===== src/rtl/reservation_station_if.sv =====
// Issue, LSB snoop and result buses of the reservation station.
// slave is the station side; master is the Decoder/LSB/RoB side.
`ifndef ROB_SIZE_WIDTH
`define ROB_SIZE_WIDTH 4
`endif
`ifndef R_TYPE
`define R_TYPE 7'b0110011
`endif
`ifndef I_TYPE
`define I_TYPE 7'b0010011
`endif
`ifndef B_TYPE
`define B_TYPE 7'b1100011
`endif

interface reservation_station_if #(
    parameter int ROB_W = `ROB_SIZE_WIDTH
);
    logic             rs_full;
    logic             issue_rs;
    logic [6:0]       instr_type;
    logic [2:0]       op;
    logic             funct7_5;
    logic [ROB_W-1:0] issue_rob;
    logic [31:0]      vj;
    logic [31:0]      vk;
    logic [ROB_W-1:0] qj;
    logic [ROB_W-1:0] qk;
    logic             qj_busy;
    logic             qk_busy;
    logic             lsb_ready;
    logic [ROB_W-1:0] lsb_rob_id;
    logic [31:0]      lsb_value;
    logic             rs_ready;
    logic [ROB_W-1:0] rs_rob_id;
    logic [31:0]      rs_value;

    modport slave (
        output rs_full, rs_ready, rs_rob_id, rs_value,
        input  issue_rs, instr_type, op, funct7_5, issue_rob, vj, vk, qj, qk,
               qj_busy, qk_busy, lsb_ready, lsb_rob_id, lsb_value
    );

    modport master (
        input  rs_full, rs_ready, rs_rob_id, rs_value,
        output issue_rs, instr_type, op, funct7_5, issue_rob, vj, vk, qj, qk,
               qj_busy, qk_busy, lsb_ready, lsb_rob_id, lsb_value
    );
endinterface


===== src/rtl/reservation_station.sv =====
// ALU/branch reservation station: holds issued ops until operands resolve,
// executes the lowest-index ready entry each cycle and broadcasts the result.
`ifndef ROB_SIZE_WIDTH
`define ROB_SIZE_WIDTH 4
`endif
`ifndef R_TYPE
`define R_TYPE 7'b0110011
`endif
`ifndef I_TYPE
`define I_TYPE 7'b0010011
`endif
`ifndef B_TYPE
`define B_TYPE 7'b1100011
`endif

module reservation_station #(
    parameter int RS_SIZE       = 8,
    parameter int RS_SIZE_WIDTH = 3,
    parameter int ROB_W         = `ROB_SIZE_WIDTH
) (
    input logic clk,
    input logic rst,
    input logic rdy,
    input logic clear,
    reservation_station_if.slave bus
);
    typedef struct packed {
        logic [6:0]       itype;
        logic [2:0]       op;
        logic             f7;
        logic [ROB_W-1:0] rob;
        logic [31:0]      vj;
        logic [31:0]      vk;
        logic [ROB_W-1:0] qj;
        logic [ROB_W-1:0] qk;
        logic             jp;
        logic             kp;
    } entry_t;

    entry_t                   ent     [RS_SIZE];
    entry_t                   wk      [RS_SIZE];
    entry_t                   ent_nxt [RS_SIZE];
    entry_t                   inc;
    logic [RS_SIZE-1:0]       busy, busy_nxt, ready_vec;
    logic [RS_SIZE_WIDTH-1:0] free_idx, dsp_idx;
    logic                     dsp_vld, full, take;
    logic [31:0]              result;
    logic                     res_vld;
    logic [ROB_W-1:0]         res_rob;
    logic [31:0]              res_val;

    // Capture any pending operand whose producer tag is on either bus this cycle.
    function automatic entry_t wake(input entry_t e,
                                    input logic av, input logic [ROB_W-1:0] at, input logic [31:0] ad,
                                    input logic bv, input logic [ROB_W-1:0] bt, input logic [31:0] bd);
        entry_t w;
        w = e;
        if (e.jp && av && at == e.qj) begin
            w.vj = ad; w.jp = 1'b0;
        end else if (e.jp && bv && bt == e.qj) begin
            w.vj = bd; w.jp = 1'b0;
        end
        if (e.kp && av && at == e.qk) begin
            w.vk = ad; w.kp = 1'b0;
        end else if (e.kp && bv && bt == e.qk) begin
            w.vk = bd; w.kp = 1'b0;
        end
        return w;
    endfunction

    function automatic logic [31:0] exec(input entry_t e);
        logic [4:0]         sh;
        logic               lt, ltu;
        logic signed [31:0] sra;
        logic [31:0]        r;
        sh  = e.vk[4:0];
        lt  = $signed(e.vj) < $signed(e.vk);
        ltu = e.vj < e.vk;
        sra = $signed(e.vj) >>> sh;
        r   = '0;
        if (e.itype == `B_TYPE) begin
            case (e.op)
                3'b000:  r = {31'b0, e.vj == e.vk};
                3'b001:  r = {31'b0, e.vj != e.vk};
                3'b100:  r = {31'b0, lt};
                3'b101:  r = {31'b0, !lt};
                3'b110:  r = {31'b0, ltu};
                3'b111:  r = {31'b0, !ltu};
                default: r = '0;
            endcase
        end else begin
            case (e.op)
                3'b000:  r = (e.itype == `R_TYPE && e.f7) ? e.vj - e.vk : e.vj + e.vk;
                3'b001:  r = e.vj << sh;
                3'b010:  r = {31'b0, lt};
                3'b011:  r = {31'b0, ltu};
                3'b100:  r = e.vj ^ e.vk;
                3'b101:  r = e.f7 ? sra : e.vj >> sh;
                3'b110:  r = e.vj | e.vk;
                default: r = e.vj & e.vk;
            endcase
        end
        return r;
    endfunction

    // Wake-up is forwarded into selection so a dependent op dispatches
    // in the cycle its producer's result is on the bus.
    always_comb begin
        inc          = '0;
        inc.itype    = bus.instr_type;
        inc.op       = bus.op;
        inc.f7       = bus.funct7_5;
        inc.rob      = bus.issue_rob;
        inc.vj       = bus.vj;
        inc.vk       = bus.vk;
        inc.qj       = bus.qj;
        inc.qk       = bus.qk;
        inc.jp       = bus.qj_busy;
        inc.kp       = bus.qk_busy;
        inc = wake(inc, res_vld, res_rob, res_val, bus.lsb_ready, bus.lsb_rob_id, bus.lsb_value);
        for (int i = 0; i < RS_SIZE; i++)
            wk[i] = wake(ent[i], res_vld, res_rob, res_val, bus.lsb_ready, bus.lsb_rob_id, bus.lsb_value);
    end

    for (genvar g = 0; g < RS_SIZE; g++) begin : g_ready
        assign ready_vec[g] = busy[g] && !wk[g].jp && !wk[g].kp;
    end

    always_comb begin
        free_idx = '0;
        dsp_idx  = '0;
        dsp_vld  = 1'b0;
        for (int i = RS_SIZE - 1; i >= 0; i--) begin
            if (!busy[i]) free_idx = RS_SIZE_WIDTH'(i);
            if (ready_vec[i]) begin
                dsp_idx = RS_SIZE_WIDTH'(i);
                dsp_vld = 1'b1;
            end
        end
    end

    assign full   = &busy;
    assign take   = bus.issue_rs && !full;
    assign result = exec(wk[dsp_idx]);

    always_comb begin
        busy_nxt = busy;
        for (int i = 0; i < RS_SIZE; i++) ent_nxt[i] = wk[i];
        if (dsp_vld) busy_nxt[dsp_idx] = 1'b0;
        if (take) begin
            busy_nxt[free_idx] = 1'b1;
            ent_nxt[free_idx]  = inc;
        end
    end

    always_ff @(posedge clk) begin
        if (rst) begin
            busy    <= '0;
            res_vld <= 1'b0;
            res_rob <= '0;
            res_val <= '0;
        end else if (rdy) begin
            if (clear) begin
                busy    <= '0;
                res_vld <= 1'b0;
            end else begin
                busy    <= busy_nxt;
                res_vld <= dsp_vld;
                if (dsp_vld) begin
                    res_rob <= wk[dsp_idx].rob;
                    res_val <= result;
                end
            end
        end
    end

    // Payload needs no reset: busy alone qualifies every entry.
    always_ff @(posedge clk) begin
        if (rdy && !clear) ent <= ent_nxt;
    end

    assign bus.rs_full   = full;
    assign bus.rs_ready  = res_vld;
    assign bus.rs_rob_id = res_rob;
    assign bus.rs_value  = res_val;
endmodule


===== src/flat_wrapper.sv =====
// flat-port wrapper written by rule: the top's interface ports become plain ports
module reservation_station_flat 
#(
    parameter int RS_SIZE       = 8,
    parameter int RS_SIZE_WIDTH = 3,
    parameter int ROB_W         = `ROB_SIZE_WIDTH
)
  (clk, rst, rdy, clear, bus_rs_full, bus_rs_ready, bus_rs_rob_id, bus_rs_value, bus_issue_rs, bus_instr_type, bus_op, bus_funct7_5, bus_issue_rob, bus_vj, bus_vk, bus_qj, bus_qk, bus_qj_busy, bus_qk_busy, bus_lsb_ready, bus_lsb_rob_id, bus_lsb_value);
  reservation_station_if #(.ROB_W(ROB_W)) bus_i ();
  input logic clk;
  input logic rst;
  input logic rdy;
  input logic clear;
  output wire logic [$bits(bus_i.rs_full)-1:0] bus_rs_full;
  output wire logic [$bits(bus_i.rs_ready)-1:0] bus_rs_ready;
  output wire logic [$bits(bus_i.rs_rob_id)-1:0] bus_rs_rob_id;
  output wire logic [$bits(bus_i.rs_value)-1:0] bus_rs_value;
  input wire logic [$bits(bus_i.issue_rs)-1:0] bus_issue_rs;
  input wire logic [$bits(bus_i.instr_type)-1:0] bus_instr_type;
  input wire logic [$bits(bus_i.op)-1:0] bus_op;
  input wire logic [$bits(bus_i.funct7_5)-1:0] bus_funct7_5;
  input wire logic [$bits(bus_i.issue_rob)-1:0] bus_issue_rob;
  input wire logic [$bits(bus_i.vj)-1:0] bus_vj;
  input wire logic [$bits(bus_i.vk)-1:0] bus_vk;
  input wire logic [$bits(bus_i.qj)-1:0] bus_qj;
  input wire logic [$bits(bus_i.qk)-1:0] bus_qk;
  input wire logic [$bits(bus_i.qj_busy)-1:0] bus_qj_busy;
  input wire logic [$bits(bus_i.qk_busy)-1:0] bus_qk_busy;
  input wire logic [$bits(bus_i.lsb_ready)-1:0] bus_lsb_ready;
  input wire logic [$bits(bus_i.lsb_rob_id)-1:0] bus_lsb_rob_id;
  input wire logic [$bits(bus_i.lsb_value)-1:0] bus_lsb_value;
  assign bus_rs_full = bus_i.rs_full;
  assign bus_rs_ready = bus_i.rs_ready;
  assign bus_rs_rob_id = bus_i.rs_rob_id;
  assign bus_rs_value = bus_i.rs_value;
  assign bus_i.issue_rs = bus_issue_rs;
  assign bus_i.instr_type = bus_instr_type;
  assign bus_i.op = bus_op;
  assign bus_i.funct7_5 = bus_funct7_5;
  assign bus_i.issue_rob = bus_issue_rob;
  assign bus_i.vj = bus_vj;
  assign bus_i.vk = bus_vk;
  assign bus_i.qj = bus_qj;
  assign bus_i.qk = bus_qk;
  assign bus_i.qj_busy = bus_qj_busy;
  assign bus_i.qk_busy = bus_qk_busy;
  assign bus_i.lsb_ready = bus_lsb_ready;
  assign bus_i.lsb_rob_id = bus_lsb_rob_id;
  assign bus_i.lsb_value = bus_lsb_value;
  reservation_station #(.RS_SIZE(RS_SIZE), .RS_SIZE_WIDTH(RS_SIZE_WIDTH), .ROB_W(ROB_W)) u_core (.clk(clk), .rst(rst), .rdy(rdy), .clear(clear), .bus(bus_i));
endmodule

===== config.mk =====
export PLATFORM = sky130hd
export DESIGN_NAME = reservation_station_flat
export DESIGN_NICKNAME = d
export VERILOG_FILES = /design/src/rtl/reservation_station_if.sv /design/src/rtl/reservation_station.sv /design/src/flat_wrapper.sv
export SDC_FILE = /design/constraint.sdc
export NUM_CORES = 2
export LEC_CHECK = 0
export ABC_AREA = 1
export CAP_MARGIN = 10
export CORE_AREA = 2 2 350 352
export DETAILED_ROUTE_END_ITERATION = 10
export DIE_AREA = 0 0 352 354
export GPL_ROUTABILITY_DRIVEN = 1
export SYNTH_ARGS = -nofsm -noshare
export SYNTH_HDL_FRONTEND = slang
export SYNTH_SLANG_ARGS = --single-unit

===== constraint.sdc =====
create_clock -name clk -period 49.9 [get_ports clk]
set_input_delay 7.485 -clock clk [delete_from_list [all_inputs] [get_ports clk]]
set_output_delay 7.485 -clock clk [all_outputs]
set_load 0.005 [all_outputs]

==> results.md <==
STA:
- Across the routed clock network, the largest skew measured is 0.0409 ns.
- In the post-route analysis, the smallest setup slack over all paths is 33.72 ns.
- Final hold analysis gives a worst-case slack of 0.489 ns.
- The achievable frequency is 61.8 MHz.
- The max-slew violation total from the final report is 0.
- Setup violations remaining at the end of the flow were counted as 0.
- The time the worst path needs with I/O delays and setup is 16.18 ns.
- The measured slew at the worst slew-check pin is 1.42 ns.
- Adding up every negative setup slack in the final design gives 0 ns.
- Setup repair after global routing left no endpoint under its margin.
- The relative max-transition margin is 0.0467.
- The share of the clock period used by the worst path is 0.324.
- The number of endpoints with negative hold slack in the final report is 0.

Placement:
- Input and output buffers added on the ports amount to 168.
- Once placement completed, the tool counted placed cells totaling 9533.
- After legalization and detailed placement, the total HPWL measured 182000 um.
- At the end of routability-driven placement, the weighted congestion stood at 1.01.
- The setup slack at placement is 33.33 ns.

Clock tree:
- The number of hold buffers added after cts is 0.
- The maximum buffer depth of the clock tree is 3.
- The clock latency on the worst-skew pair is 0.74 ns.
- After clock tree synthesis, the clock-pin slew on the worst setup and hold paths is 0.06 ns.
- The number of clock buffers inserted by TritonCTS is 92.
- In this run the number of H-tree levels came out at 3.
- TritonCTS built the clock tree.
- The buffers inserted during post-CTS setup optimization is 0.
- The total of cells resized after clock tree synthesis is 0.
- CTS placed an instance of sky130_fd_sc_hd__clkbuf_16 at the clock tree root.
- Counting every sink on the clock net gives 757.

Power and ir drop:
- The total power after layout is 1680 uW.
- The register share of total power is 0.430.
- Across the VDD grid, the largest voltage drop is 0.0266 mV.
- The switching share of total power is 0.301.
- The leakage power is 0.0256 uW.
- The share of total power dissipated in combinational logic is 0.163.
- The total power density per cell area is 26.8 mW/mm2.
- The clock group share of total power is 0.407.
- Summed over all nets, the switching power comes to 507 uW.
- Internal power comes to 1180 uW.

Yosys:
- Counting flops with a built-in enable in the synthesized netlist gives 712.
- The post-synthesis register bit count is 757.
- The synthesized netlist occupies a cell area of 0.0575 mm2.
- The mean post-synth cell area is 6.97 um2.
- The net count after synthesis is 8479.
- The sequential-to-total area share from yosys stat is 0.388.
- The number of warning messages in the yosys log is 0.
- Yosys mapped the design onto 64 distinct sky130hd cell types.
- After synthesis, the share of flip-flops with an asynchronous set or reset is 0.
- Synthesis produced a netlist whose cell count is 8249.
- The most used flip-flop cell after synthesis is sky130_fd_sc_hd__edfxtp_1.

Floorplan:
- The floorplan step defined a die boundary enclosing 0.125 mm2.
- The initialized floorplan defines 128 standard-cell rows.
- The initial utilization of the core area, before any placement, comes to 0.475.
- The die is 354 um tall.
- The die outline width is 352 um.
- The floorplan step defined a core boundary enclosing 0.121 mm2.
- 169 I/O pins were placed.

Route:
- After detailed routing, the total wire length is 281000 um.
- The number of antenna-violating nets in the routed design is 0.
- The violation count after the first detailed-routing iteration is 10500.
- After detailed routing, the number of remaining DRC violations is 0.
- Dividing the detail-routed wire length by the instance count gives 29.0 um.
- Dividing the detail-routed via count by the number of cells gives 6.44.
- The total via count after detailed routing is 62500.
- The length of the first detailed-routing pass in iterations is 8.

Worst hold path:
- Counting instances, the worst hold path has a depth of 2.
- The worst hold path class is reg -> reg.

Outcome:
- The run finished with clean final reports.

Finish:
- The footprint of the multi-input gates is 0.0307 mm2.
- Leaving out fill and tap cells, the most frequent cell in the layout is sky130_fd_sc_hd__nand2_1.
- The total area of sequential cells is 0.0223 mm2.
- The non-filler instance count after layout is 9706.
- Fill cells in the final layout number 12000.
- The final-stage net count is 8234.
- The fraction of final layout cells sized beyond drive strength 1 is 0.0573.
- In the layout the commonest cells are sky130_fd_sc_hd__nand2_1, sky130_fd_sc_hd__o21ai_0, sky130_fd_sc_hd__edfxtp_1.
- Relative to the synthesized area, the layout overhead comes to 9.26%.

Global route:
- The number of antenna violations at the first check in global routing is 8.
- Across every metal layer, demand over resource in global routing totals 0.437.
- The pin count of the biggest net entering global routing is 168.
- The first global-routing pass estimated 402000 um of wire.
- Summed over all layers, the global routing overflow is 0.
- The number of global-route vias before repair came to 56500.

Critical path:
- The type of destination of the critical path is a flop.
- Along the worst path, the maximum fanout reaches 43.
- For this design, the slowest cell found on the critical path is sky130_fd_sc_hd__buf_4.
- The largest stage delay on the critical path is 0.71 ns.
- The critical path class is in -> reg.
- For the worst setup path, the data required time is 50.49 ns.
- For the worst flop-to-flop path, the logic depth is 41.
- The data arrival time of the critical path is 16.77 ns.
- The worst setup path is launched from an input port.

Flow run:
- Max-cap violations in this run came to 0.
[flip-flops by register name, indices dropped and copies added, names as in the netlist]
name,count
u_core.ent,712
u_core.bus.rs_value,32
u_core.busy,8
u_core.bus.rs_rob_id,4
u_core.bus.rs_ready,1
[per-layer routing]
metal / part of all wire / global-route usage
met1: 0.38 / 0.577
met2: 0.42 / 0.647
met3: 0.14 / 0.112
met4: 0.065 / 0.253
met5: 0.000046 / 0
[synth_stat cells, types with 8 or more instances]
| cell | n | area share |
|---|---|---|
| sky130_fd_sc_hd__nor2_2 | 13 | 0.0014 |
| sky130_fd_sc_hd__a32o_1 | 9 | 0.0016 |
| sky130_fd_sc_hd__nand3_1 | 628 | 0.055 |
| sky130_fd_sc_hd__nand3_2 | 10 | 0.0017 |
| sky130_fd_sc_hd__nand4_1 | 53 | 0.0058 |
| sky130_fd_sc_hd__nor2_4 | 12 | 0.0024 |
| sky130_fd_sc_hd__nand2_1 | 2764 | 0.18 |
| sky130_fd_sc_hd__buf_4 | 35 | 0.0046 |
| sky130_fd_sc_hd__nor2_1 | 357 | 0.023 |
| sky130_fd_sc_hd__o21a_1 | 10 | 0.0013 |
| sky130_fd_sc_hd__clkinv_1 | 43 | 0.0028 |
| sky130_fd_sc_hd__o21ai_0 | 1113 | 0.097 |
| sky130_fd_sc_hd__a21oi_1 | 413 | 0.036 |
| sky130_fd_sc_hd__nand2_2 | 16 | 0.0017 |
| sky130_fd_sc_hd__xor2_1 | 22 | 0.0034 |
| sky130_fd_sc_hd__nor3_1 | 59 | 0.0051 |
| sky130_fd_sc_hd__clkbuf_1 | 463 | 0.030 |
| sky130_fd_sc_hd__inv_2 | 36 | 0.0024 |
| sky130_fd_sc_hd__a31oi_1 | 145 | 0.016 |
| sky130_fd_sc_hd__edfxtp_1 | 712 | 0.37 |
| sky130_fd_sc_hd__a21boi_0 | 8 | 0.0010 |
| sky130_fd_sc_hd__dfxtp_1 | 45 | 0.016 |
| sky130_fd_sc_hd__o22ai_1 | 33 | 0.0036 |
| sky130_fd_sc_hd__buf_2 | 100 | 0.0087 |
| sky130_fd_sc_hd__buf_6 | 19 | 0.0037 |
| sky130_fd_sc_hd__inv_1 | 421 | 0.027 |
| sky130_fd_sc_hd__a22o_1 | 23 | 0.0035 |
| sky130_fd_sc_hd__buf_1 | 52 | 0.0034 |
| sky130_fd_sc_hd__o21ai_1 | 111 | 0.0097 |
| sky130_fd_sc_hd__o211ai_1 | 335 | 0.044 |
| sky130_fd_sc_hd__ha_1 | 97 | 0.021 |
[power groups by stage]
stage          clock network [uW]  registers (uW)  logic, uW
6_report                      686             724        274
2_1_floorplan                   0             751        165
5_1_grt                       711             725        294
4_1_cts                       687             724        263
3_3_place_gp                    0             737        261
3_5_place_dp                    0             737        262
[cell type report]
cell class                 instances  share of cell area
multi-input combinational       6317               0.488
sequential                       757               0.355
tap                             1625              0.0324
clock inverter                    50             0.00867
clock buffer                     117              0.0386
antenna                            4            0.000159
timing repair buffer             332              0.0465
inverter                         504              0.0305
[worst paths after layout]
kind / from / end / slack (ns)
hold reg to reg: u_core.bus.rs_value[20] / u_core.bus.rs_value[20] / 0.49
setup reg to reg: u_core.bus.rs_rob_id[3] / u_core.bus.rs_value[27] / 39.89
setup / recovery: bus_lsb_rob_id[1] / u_core.bus.rs_value[27] / 33.72
hold / removal: u_core.bus.rs_value[20] / u_core.bus.rs_value[20] / 0.49
[logic make-up after synthesis]
kind of cell               count (synthesis)  share of synthesized area
DFF                                      757                      0.388
adders and majority gates                 99                     0.0218
and+or+nand+nor                         3950                      0.283
AOI/OAI and AO/OA                       2244                      0.220
xor gates and xnor gates                  24                    0.00366
buffers and inverters                   1175                     0.0843
[through the flow]
step                cell area (um2)   util
detailed placement            59800  0.495
finish                        62800  0.519
floorplan                     57500      -
CTS                           62800  0.519
global route                  62800  0.519
global placement              59800  0.495
[worst max-delay path: cells and delay by family]
kind	cells	cell delay, ns
AO/OA/AOI/OAI	13	2.65
adder cells (fa/ha/maj)	1	0.45
buffers and inverters	11	3.47
AND/OR/NAND/NOR	16	2.62
Note: power is estimated with default switching activity, not from simulation.
